## src/rtl/div32_pkg.sv

```systemverilog
// div32_pkg: shared types and constants for the sequential 32-bit divider
package div32_pkg;
  localparam int WIDTH = 32;
  localparam int STEPS = 32;
  localparam logic [WIDTH-1:0] DZ_QUOT = '1;
  typedef enum logic [1:0] {IDLE, RUN, DONE} state_t;
endpackage

```

## src/rtl/div32_step.sv

```systemverilog
// div32_step: one combinational restoring shift-subtract step
module div32_step
  import div32_pkg::*;
(
  input  logic [WIDTH:0]   shifted,
  input  logic [WIDTH-1:0] divisor,
  output logic [WIDTH:0]   rem_next,
  output logic             q_bit
);
  logic [WIDTH:0] diff;
  assign diff     = shifted - {1'b0, divisor};
  assign q_bit    = shifted >= {1'b0, divisor};
  assign rem_next = q_bit ? diff : shifted;
endmodule

```

## src/rtl/div32_seq.sv

```systemverilog
// div32_seq: sequential restoring divider, 32 steps; DIV_SIGNED_EN adds signed_op for two's-complement mode
module div32_seq #(
  parameter int WIDTH = 32
) (
  input  logic             clk,
  input  logic             reset,
  input  logic             start,
  input  logic [WIDTH-1:0] dividend,
  input  logic [WIDTH-1:0] divisor,
`ifdef DIV_SIGNED_EN
  input  logic             signed_op,
`endif
  output logic             busy,
  output logic             done,
  output logic [WIDTH-1:0] quotient,
  output logic [WIDTH-1:0] remainder,
  output logic             div_by_zero
);
  import div32_pkg::state_t, div32_pkg::IDLE, div32_pkg::RUN, div32_pkg::DONE;
  import div32_pkg::STEPS, div32_pkg::DZ_QUOT;
  state_t state;
  logic [5:0] cnt;
  logic [WIDTH:0] rem, rem_nx;
  logic [WIDTH-1:0] quo, dvs, a_mag, b_mag;
  logic neg_q, neg_r, dz, q_bit, sa, sb, zero_div;
`ifdef DIV_SIGNED_EN
  assign sa = signed_op & dividend[WIDTH-1];
  assign sb = signed_op & divisor[WIDTH-1];
`else
  assign sa = 1'b0;
  assign sb = 1'b0;
`endif
  assign zero_div = divisor == '0;
  assign a_mag = sa ? -dividend : dividend;
  assign b_mag = sb ? -divisor : divisor;
  // quo holds the remaining dividend bits and collects quotient bits at the LSB
  div32_step u_step (
    .shifted  ((WIDTH+1)'({rem, quo[WIDTH-1]})),
    .divisor  (dvs),
    .rem_next (rem_nx),
    .q_bit    (q_bit)
  );
  always_ff @(posedge clk) begin
    if (reset) begin
      state       <= IDLE;
      cnt         <= '0;
      busy        <= 1'b0;
      done        <= 1'b0;
      quotient    <= '0;
      remainder   <= '0;
      div_by_zero <= 1'b0;
      rem         <= '0;
      quo         <= '0;
      dvs         <= '0;
      neg_q       <= 1'b0;
      neg_r       <= 1'b0;
      dz          <= 1'b0;
    end else begin
      done <= state == DONE;
      if (done) busy <= 1'b0;
      case (state)
        IDLE: if (start && !busy) begin
          busy  <= 1'b1;
          cnt   <= '0;
          dz    <= zero_div;
          neg_q <= !zero_div && (sa ^ sb);
          neg_r <= !zero_div && sa;
          quo   <= zero_div ? DZ_QUOT : a_mag;
          rem   <= zero_div ? {1'b0, dividend} : '0;
          dvs   <= b_mag;
          state <= zero_div ? DONE : RUN;
        end
        RUN: begin
          quo   <= {quo[WIDTH-2:0], q_bit};
          rem   <= rem_nx;
          cnt   <= cnt == 6'(STEPS-1) ? '0 : cnt + 6'd1;
          state <= cnt == 6'(STEPS-1) ? DONE : RUN;
        end
        DONE: begin
          quotient    <= neg_q ? -quo : quo;
          remainder   <= neg_r ? -rem[WIDTH-1:0] : rem[WIDTH-1:0];
          div_by_zero <= dz;
          state       <= IDLE;
        end
        default: state <= IDLE;
      endcase
    end
  end
endmodule
```

## config.mk

```make
export PLATFORM = sky130hd
export DESIGN_NAME = div32_seq
export DESIGN_NICKNAME = d
export VERILOG_FILES = /design/src/rtl/div32_pkg.sv /design/src/rtl/div32_step.sv /design/src/rtl/div32_seq.sv
export SDC_FILE = /design/constraint.sdc
export NUM_CORES = 1
export LEC_CHECK = 0
export CAP_MARGIN = 20
export CORE_UTILIZATION = 52
export DETAILED_ROUTE_END_ITERATION = 12
export PLACE_DENSITY = 0.8
export SYNTH_ARGS = -nofsm -noshare
export SYNTH_HDL_FRONTEND = slang
export SYNTH_SLANG_ARGS = --single-unit
```

## constraint.sdc

```tcl
create_clock -name clk -period 3.2 [get_ports clk]
set_clock_uncertainty 0.05 [all_clocks]
set_input_delay 0.32 -clock clk [delete_from_list [all_inputs] [get_ports clk]]
set_output_delay 0.32 -clock clk [all_outputs]
set_load 0.02 [all_outputs]
```

Yosys cells after proc, flatten, opt, wreduce, memory -nomap -nowiden
Cells that the tools add are included.
- $add $sub $neg: 2
- multiply operators: 0
- div/mod/pow operators: 0
- order comparisons: 1
- eq/ne operators: 4
- shifts and indexed selects: 0
- muxes and demuxes: 17
- bitwise logic cells: 0
- reduce and logical (&&, ||, !) cells: 7
- operators with widths (cell ; count):
    $mux W32 ; 5
    $pmux W32 S2 ; 2
    $ge A33 B32 Y1 ; 1
    $logic_not A32 Y1 ; 1
    $sub A32 B32 Y32 ; 1
    $mux W6 ; 2
    $pmux W6 S2 ; 1
    $add A6 B1 Y6 const B ; 1
    $eq A6 B5 Y1 const B ; 1
    $mux W2 ; 3
    $pmux W2 S2 ; 1
    $reduce_and A2 Y1 ; 2
    $mux W1 ; 3
    $eq A2 B1 Y1 const B ; 1
    $eq A2 B2 Y1 const B ; 1
    $logic_not A2 Y1 ; 1
    $ne A2 B2 Y1 const B ; 1
    $reduce_bool A2 Y1 ; 1
    $logic_and A1 B1 Y1 ; 1
    $logic_not A1 Y1 ; 1
- register bits: 172
- bits in latches: 0
- memory bits (writable): 0
- bits in read-only memories: 0
- bits of input ports: 67
- output and inout bits: 67
- memories: 0

Depth between registers and ports, before layout
Gate-level depths: netlist of the first run.
- depth after elaboration: 4
- mapped depth: 12
- depth with buffers taken out: 12

Cells and area by module
Synthesis of the first run repeated with hierarchy kept, for this count alone.
- cell total of the unflattened synthesis: 1207
- area total of the unflattened synthesis: 9744.3 µm²
- modules (own cells, without submodules) (module ; times used ; cells an instance ; area each (µm²) ; sequential area each (µm²)):
    div32_seq ; 1 ; 826 ; 7016.7 ; 3443.3
    div32_step ; 1 ; 381 ; 2727.6 ; 0.0

Worst setup path before layout of the first run
Ideal clock, no wire load.
- kind: reg2reg
- from: register quo[31]
- to: register rem[24]
- data arrival time: 2.614 ns
- slack: 0.417 ns
- stages on the path, launching flop included: 13
- path buffers: 0
- clock period less this slack: 2.783 ns
- cells stage by stage: dfxtp_1 -> inv_1 -> ha_1 -> inv_1 -> fa_1 -> a21o_1 -> a221o_1 -> a221oi_4 -> o311ai_2 -> a41o_1 -> a21oi_1 -> xnor2_1 -> o221a_1
- word-level cells in the longest chain between the ends: 3
- elaborated cells between the ends (all ways): 4
- those cells by class: 1 x add/sub; 1 x order compare; 2 x mux
- ends and longest elaborated chain (what ; line ; text):
    start: declaration ; div32_seq.sv:24 ; logic [WIDTH-1:0] quo, dvs, a_mag, b_mag;
    start signal: assignment ; div32_seq.sv:68 ; quo <= zero_div ? DZ_QUOT : a_mag;
    start signal: assignment ; div32_seq.sv:74 ; quo <= {quo[WIDTH-2:0], q_bit};
    $sub A32 B32 Y32 or $ge A33 B32 Y1 (tied branches) ; div32_step.sv:11, div32_step.sv:12 ;
    $mux W32 * ; div32_step.sv:13 ; assign rem_next = q_bit ? diff : shifted;
    $pmux W32 S2 * ; div32_seq.sv:61 ; case (state)
    end signal: assignment ; div32_seq.sv:69 ; rem <= zero_div ? {1'b0, dividend} : '0;
    end signal: assignment ; div32_seq.sv:75 ; rem <= rem_nx;
    end: declaration ; div32_seq.sv:23 ; logic [WIDTH:0] rem, rem_nx;
Mark *: on every way between the ends. The rest lies on a longest branch, timed or not.
A chain may end at the register's enable or synchronous reset.

Worst setup path in the final report of the first run
Same ends and word-level chain as after synthesis.

==> qor.yml, run 1 <==
status:
  outcome: "completed"
layout:
  drive_above_1_share: 0.0946
  seq_area_um2: 3440
  post-route-util: 0.670
  fill_cells: 1455
  diodes: 0
  areaGrowthSynthToFinish_pct: 24.9
  fin_nets: 1356
  multi_input_area_um2: 5070
  fin_cells: 1488
floorplanning:
  start_util: 0.537
  chipWidth_um: 133
  die-height_um: 133
  die_area_um2: 17800
  core_area_um2: 16700
  ioPinCount: 134
  row_count: 47
clocking:
  clk_pin_slew_ps: 70
  clk_latency_ps: 440
  cts_sinks: 172
  htree_num_levels: 4
  cts_hold_buf: 0
  cts_tree: "done"
  clockBufferDepth: 2
  cts_buffers: 17
  clockRootBuffer: "clkbuf_16"
synthesis:
  syn_inst: 1146
  ys.flop_type: "dfxtp_1"
  synth_area_leaders: "dfxtp_1 (38%), a21oi_1 (9.5%), nand2_1 (9.4%)"
  yosysSeqAreaShare: 0.384
  synth_top_area_cell: "dfxtp_1"
  syn_area_um2: 8960
  synth.distinct_cells: 70
  syn-num-nets: 1247
  synth_edf_count: 0
  async_reset_ff_frac: 0
  synth_top_area_frac: 0.384
  avgSynthCellArea_um2: 7.82
  synth_seq_cells: 172
  ys.warnings.count: 0
job:
  cap_violations: 0
placed_design:
  dpl.hpwl_um: 19600
  dpl.cell_count: 1454
  gp_congestion: 0.957
  portBuffers: 133
  dp_slack_ps: 146
power:
  p_clk_frac: 0.295
  power_frac_seq: 0.348
  finalPower_uw: 6930
  power_density_nw_per_um2: 619
  pwr-share-comb: 0.357
  switchingPower_uw: 2460
  p_leak_uw: 0.00420
  p_int_uw: 4470
  switching_share: 0.354
  peakVddDrop_mv: 0.427
setup_path:
  path_class: "register to register"
  crit_path_start_kind: "register"
  crit_arrival_ps: 3350
  end_kind: "register"
  crit_required_ps: 3480
  cp_max_fo: 5
sta:
  slew_violations: 0
  hold_viol: 0
  setup_ws_ps: 130
  relSlewSlack: 0.482
  fin_crit_sh: 0.959
  worstMarginPinSlew_ps: 776
  max_freq_mhz: 326
  min_period_ps: 3070
  setup_viol: 0
global_route:
  grt_pass1_vias: 8342
  antenna_found_initial: 0
  grt_max_degree: 71
  track_usage: 0.304
  grt_overflow: 0
  grt_pass1_wl_um: 42700
min_path:
  hold_path_class: "input port to register"
routing:
  drt_iter0_drc: 757
  totalWireLength_um: 26700
  vias_per_cell: 5.98
  drcViolationCount: 0
  drt-pass1-iter-count: 5
  vias: 8898
  postRouteAntennaNets: 0
  drt-wirelength-per-cell_um: 18.0
-- area by class of cell --
type | instances | area share
multi-input cells | 849 | 0.453
flip-flops and latches | 172 | 0.308
repair buffers | 177 | 0.152
clock buffers | 19 | 0.0396
well taps | 220 | 0.0246
inverters | 38 | 0.0127
clock inverters | 13 | 0.0115
-- synthesized netlist by cell type, types with 3 or more instances --
| library cell | n |
|---|---|
| dfxtp_1 | 172 |
| a21oi_1 | 170 |
| a21boi_0 | 4 |
| a22oi_1 | 3 |
| o221ai_1 | 7 |
| ha_1 | 33 |
| a221o_1 | 5 |
| clkbuf_1 | 68 |
| or3_1 | 4 |
| buf_6 | 3 |
| o21a_1 | 4 |
| inv_1 | 38 |
| a31oi_1 | 12 |
| xnor2_1 | 20 |
| nor4_1 | 34 |
| a21o_1 | 17 |
| buf_1 | 10 |
| a221oi_1 | 3 |
| nor3_1 | 31 |
| nand2b_1 | 5 |
| o221a_1 | 5 |
| nor2_1 | 83 |
| o21ai_1 | 4 |
| nand2_1 | 225 |
| a221oi_2 | 20 |
| nand4_1 | 6 |
| mux2i_1 | 21 |
| xor2_1 | 10 |
| o21bai_1 | 4 |
| and3_1 | 11 |
| nand3_1 | 46 |
| o21ai_0 | 13 |
| buf_2 | 5 |
| nor2b_1 | 5 |
-- cells by family (layout without fill, tap and decap cells) --
logic type | count (synthesis) | count (layout) | share of synthesized area
DFF | 172 | 172 | 0.384
xor gates and xnor gates | 30 | 30 | 0.0293
and+or+nand+nor | 462 | 462 | 0.227
muxes | 21 | 21 | 0.0234
buffers and inverters | 125 | 247 | 0.0560
AOI/OAI and AO/OA | 302 | 302 | 0.232
adders and majority gates | 34 | 34 | 0.0483
-- registers in the layout, summed over array words and instances, names as in the netlist --
| signal | count |
|---|---|
| busy | 1 |
| cnt | 6 |
| div_by_zero | 1 |
| done | 1 |
| dvs | 32 |
| dz | 1 |
| quo | 32 |
| quotient | 32 |
| rem | 32 |
| remainder | 32 |
| state | 2 |
-- stage by stage --
step                      TNS, ps  cell area, um^2  hold slack (ps)
after floorplan                 0             8960              382
after global placement          0            10600              392
after detailed placement        0            10600              396
after CTS                       0            11200              257
after global routing        -1.01            11200              279
final                           0            11200              262
-- layer usage --
metal | GRT usage | vias up | wire, um
li1 | - | 4250 | -
met1 | 0.382 | 4182 | 11100
met2 | 0.496 | 384 | 12700
met3 | 0.0681 | 82 | 2050
met4 | 0.139 | 0 | 936
met5 | 0 | - | 0
-- power by group through the flow --
stage               registers [uW]  clock network, uW  logic (uW)
floorplan                     2410                  0        1800
global route                  2420               2150        2660
detailed placement            2450                  0        2350
finish                        2410               2050        2470
global placement              2450                  0        2330
CTS                           2400               2050        2380
-- critical path, cell delays in order, from the launching register on --
cell      delay, ps
dfxtp_1         330
inv_1            90
ha_1            170
inv_1            60
fa_2            360
a21o_1          210
a221o_2         430
a221oi_4        370
o311ai_4        160
a41o_1          270
a21oi_1         170
xnor2_1          80
o221a_1         220
-- cells in the final DEF, fill, tap and decap left out, types with 3 or more instances in the layout --
cell type        Yosys  layout
o21ai_1              4       3
o21a_1               4       4
a21o_1              17      17
mux2i_1             21      21
a31oi_1             12      12
nor2b_1              5       3
ha_1                33      33
nor2_1              83      82
o221ai_1             7       7
a221o_1              5       4
a221oi_2            20      20
nor4_1              34      34
xor2_1              10      10
buf_12               0       3
nand2b_1             5       4
nor3_1              31      30
clkbuf_16            0      17
clkinv_4             0       3
dfxtp_1            172     172
xnor2_1             20      20
buf_4                1      42
a21oi_1            170     170
inv_6                0       5
o21bai_1             4       4
or3_1                4       3
clkdlybuf4s50_1      0     132
o221a_1              5       5
a221oi_1             3       3
nand2_1            225     225
nand4_1              6       6
o21ai_0             13      12
nand3_1             46      46
inv_1               38      38
a21boi_0             4       4
and3_1              11      11
a22oi_1              3       3
-- final timing paths --
check                     start  slack, ps  cells after the start       endpoint
setup reg to reg        quo[31]        130                     12        rem[24]
hold / removal            reset        260                      2         cnt[4]
hold reg to reg   remainder[29]        400                      2  remainder[29]
setup / recovery        quo[31]        130                     12        rem[24]
-- repair_timing --
action,CTS,global route
setup buffers,0,2
gates resized for setup,0,4
hold endpoints to repair,0,0
setup endpoints to repair,0,10
Note: power is estimated with default switching activity, not from simulation.
==> inputs of run 2 (changes only) <==
Settings changed: CORE_UTILIZATION 52 to 25, PLACE_DENSITY 0.8 to 0.46.
==> run 2 against run 1 <==
First-iteration DRC count shrank 29%; maximum frequency grew 1.9%; register-to-register slack gained 60 ps; highest routed layer unchanged; sequential cell count is the same; power grew 2.1%; clock power is essentially flat; worst hold slack gained 100 ps; sequential share of layout area shrank 1.4 points; final cell count grew 17%; largest power group unchanged.
==> qor.yml, run 2 (synthesis results as in run 1) <==
status:
  outcome: "completed"
floorplanning:
  chipWidth_um: 191
  core_area_um2: 34900
  ioPinCount: 134
  start_util: 0.257
  row_count: 68
  die-height_um: 191
  die_area_um2: 36600
routing:
  drcViolationCount: 0
  totalWireLength_um: 31100
  drt-pass1-iter-count: 5
  drt-wirelength-per-cell_um: 17.8
  vias: 8669
  vias_per_cell: 4.97
  postRouteAntennaNets: 0
  drt_iter0_drc: 541
layout:
  stdcell_area_um2: 11700
  drive_above_1_share: 0.109
  multi_input_area_um2: 5060
  diodes: 0
  layout_common_cells: "nand2_1 (225), dfxtp_1 (172), a21oi_1 (169)"
  areaGrowthSynthToFinish_pct: 30.6
  fin_cells: 1745
  fin_nets: 1378
  fill_cells: 3708
  final_common_cell: "nand2_1"
  seq_area_um2: 3440
global_route:
  grt_pass1_wl_um: 48400
  grt_max_degree: 104
  track_usage: 0.171
  grt_pass1_vias: 8256
  grt_overflow: 0
  antenna_found_initial: 0
sta:
  fin_crit_sh: 0.942
  slew_violations: 0
  fin_setup_tns_ps: 0
  max_freq_mhz: 332
  setup_viol: 0
  relSlewSlack: 0.408
  rsz0062_at_grt: "false"
  hold_viol: 0
  min_period_ps: 3010
  worstMarginPinSlew_ps: 888
power:
  p_leak_uw: 0.00432
  power_frac_seq: 0.339
  power_density_nw_per_um2: 604
  finalPower_uw: 7070
  switchingPower_uw: 2580
  p_int_uw: 4500
  pwr-share-comb: 0.366
  p_clk_frac: 0.294
  peakVddDrop_mv: 0.443
  switching_share: 0.364
setup_path:
  r2r_slack_ps: 190
  crit_path_start_kind: "register"
  crit_arrival_ps: 3290
  cp_max_fo: 4
  critPathBufInv: 3
  cp_cell_sequence: "inv_1 > ha_1 > inv_1 > fa_1 > a21o_1 > a221o_1 > a221oi_4 > o311ai_4 > buf_4 > a31oi_1 > xnor2_1 > o221a_1"
  path_class: "register to register"
  cp_top_family: "compound AO/OA/AOI/OAI gates"
  critPathMaxStageDelay_ps: 390
  crit_required_ps: 3470
  cp_slowest_cell: "fa_1"
  cp_num_cells: 12
  cp_common_cell: "inv_1"
  end_kind: "register"
  reg2regPathDepth: 12
placed_design:
  place_area_um2: 11100
  portBuffers: 133
  gp_congestion: 0.876
  dpl.hpwl_um: 23100
  dpl.cell_count: 1708
job:
  cap_violations: 0
clocking:
  cts_buffers: 17
  cts_tree: "done"
  cts_sinks: 172
  clk_pin_slew_ps: 70
  clockBufferDepth: 2
  htree_num_levels: 4
  clk_latency_ps: 440
  clockRootBuffer: "clkbuf_16"
min_path:
  hold_path_class: "input port to register"
  min_path_cells: 2
run 2: metal layers:
| metal | vias to the layer above | global-route usage | wire length, um |
|---|---|---|---|
| li1 | 4311 | - | - |
| met1 | 4182 | 0.233 | 14900 |
| met2 | 152 | 0.281 | 14900 |
| met3 | 24 | 0.0228 | 935 |
| met4 | 0 | 0.0437 | 410 |
| met5 | - | 0 | 0 |
run 2: path summary, 6_finish.rpt:
path,start,end
worst max-delay path,quo[31],rem[28]
worst min-delay path,reset,done
worst max register to register,quo[31],rem[28]
worst min register to register,remainder[28],remainder[28]
run 2: final cells by class:
class | count | area share
Clock inverter | 14 | 0.0126
Multi-Input combinational cell | 849 | 0.432
Clock buffer | 18 | 0.0366
Sequential cell | 172 | 0.294
Timing Repair Buffer | 199 | 0.164
Inverter | 38 | 0.0122
Tap cell | 455 | 0.0486
run 2: per-stage QoR:
step	hold WS (ps)	worst slack [ps]	util
after global placement	393	199	0.318
after detailed placement	397	184	0.318
after CTS	368	149	0.334
after floorplan	382	417	-
final	362	186	0.336
after global routing	395	8.93	0.336
run 2: what timing repair did:
action	in CTS	in global routing
hold buffers	0	0
endpoints found under the setup margin	0	1
buffers inserted	0	5
resized for setup	0	2
run 2: worst reg2reg max path, delay by kind of cell, from the launching register on:
kind | cells | cell delay (ps)
buf+inv | 3 | 310
compound gates | 6 | 1550
flops | 1 | 340
fa+ha+maj | 2 | 560
xor+xnor | 1 | 90
run 2: power by group through the flow:
stage          Sequential [uW]  Combinational (uW)  Clock, uW
2_1_floorplan             2410                1800          0
3_3_place_gp              2450                2520          0
3_5_place_dp              2450                2520          0
4_1_cts                   2400                2530       2140
5_1_grt                   2420                2830       2220
6_report                  2400                2590       2080
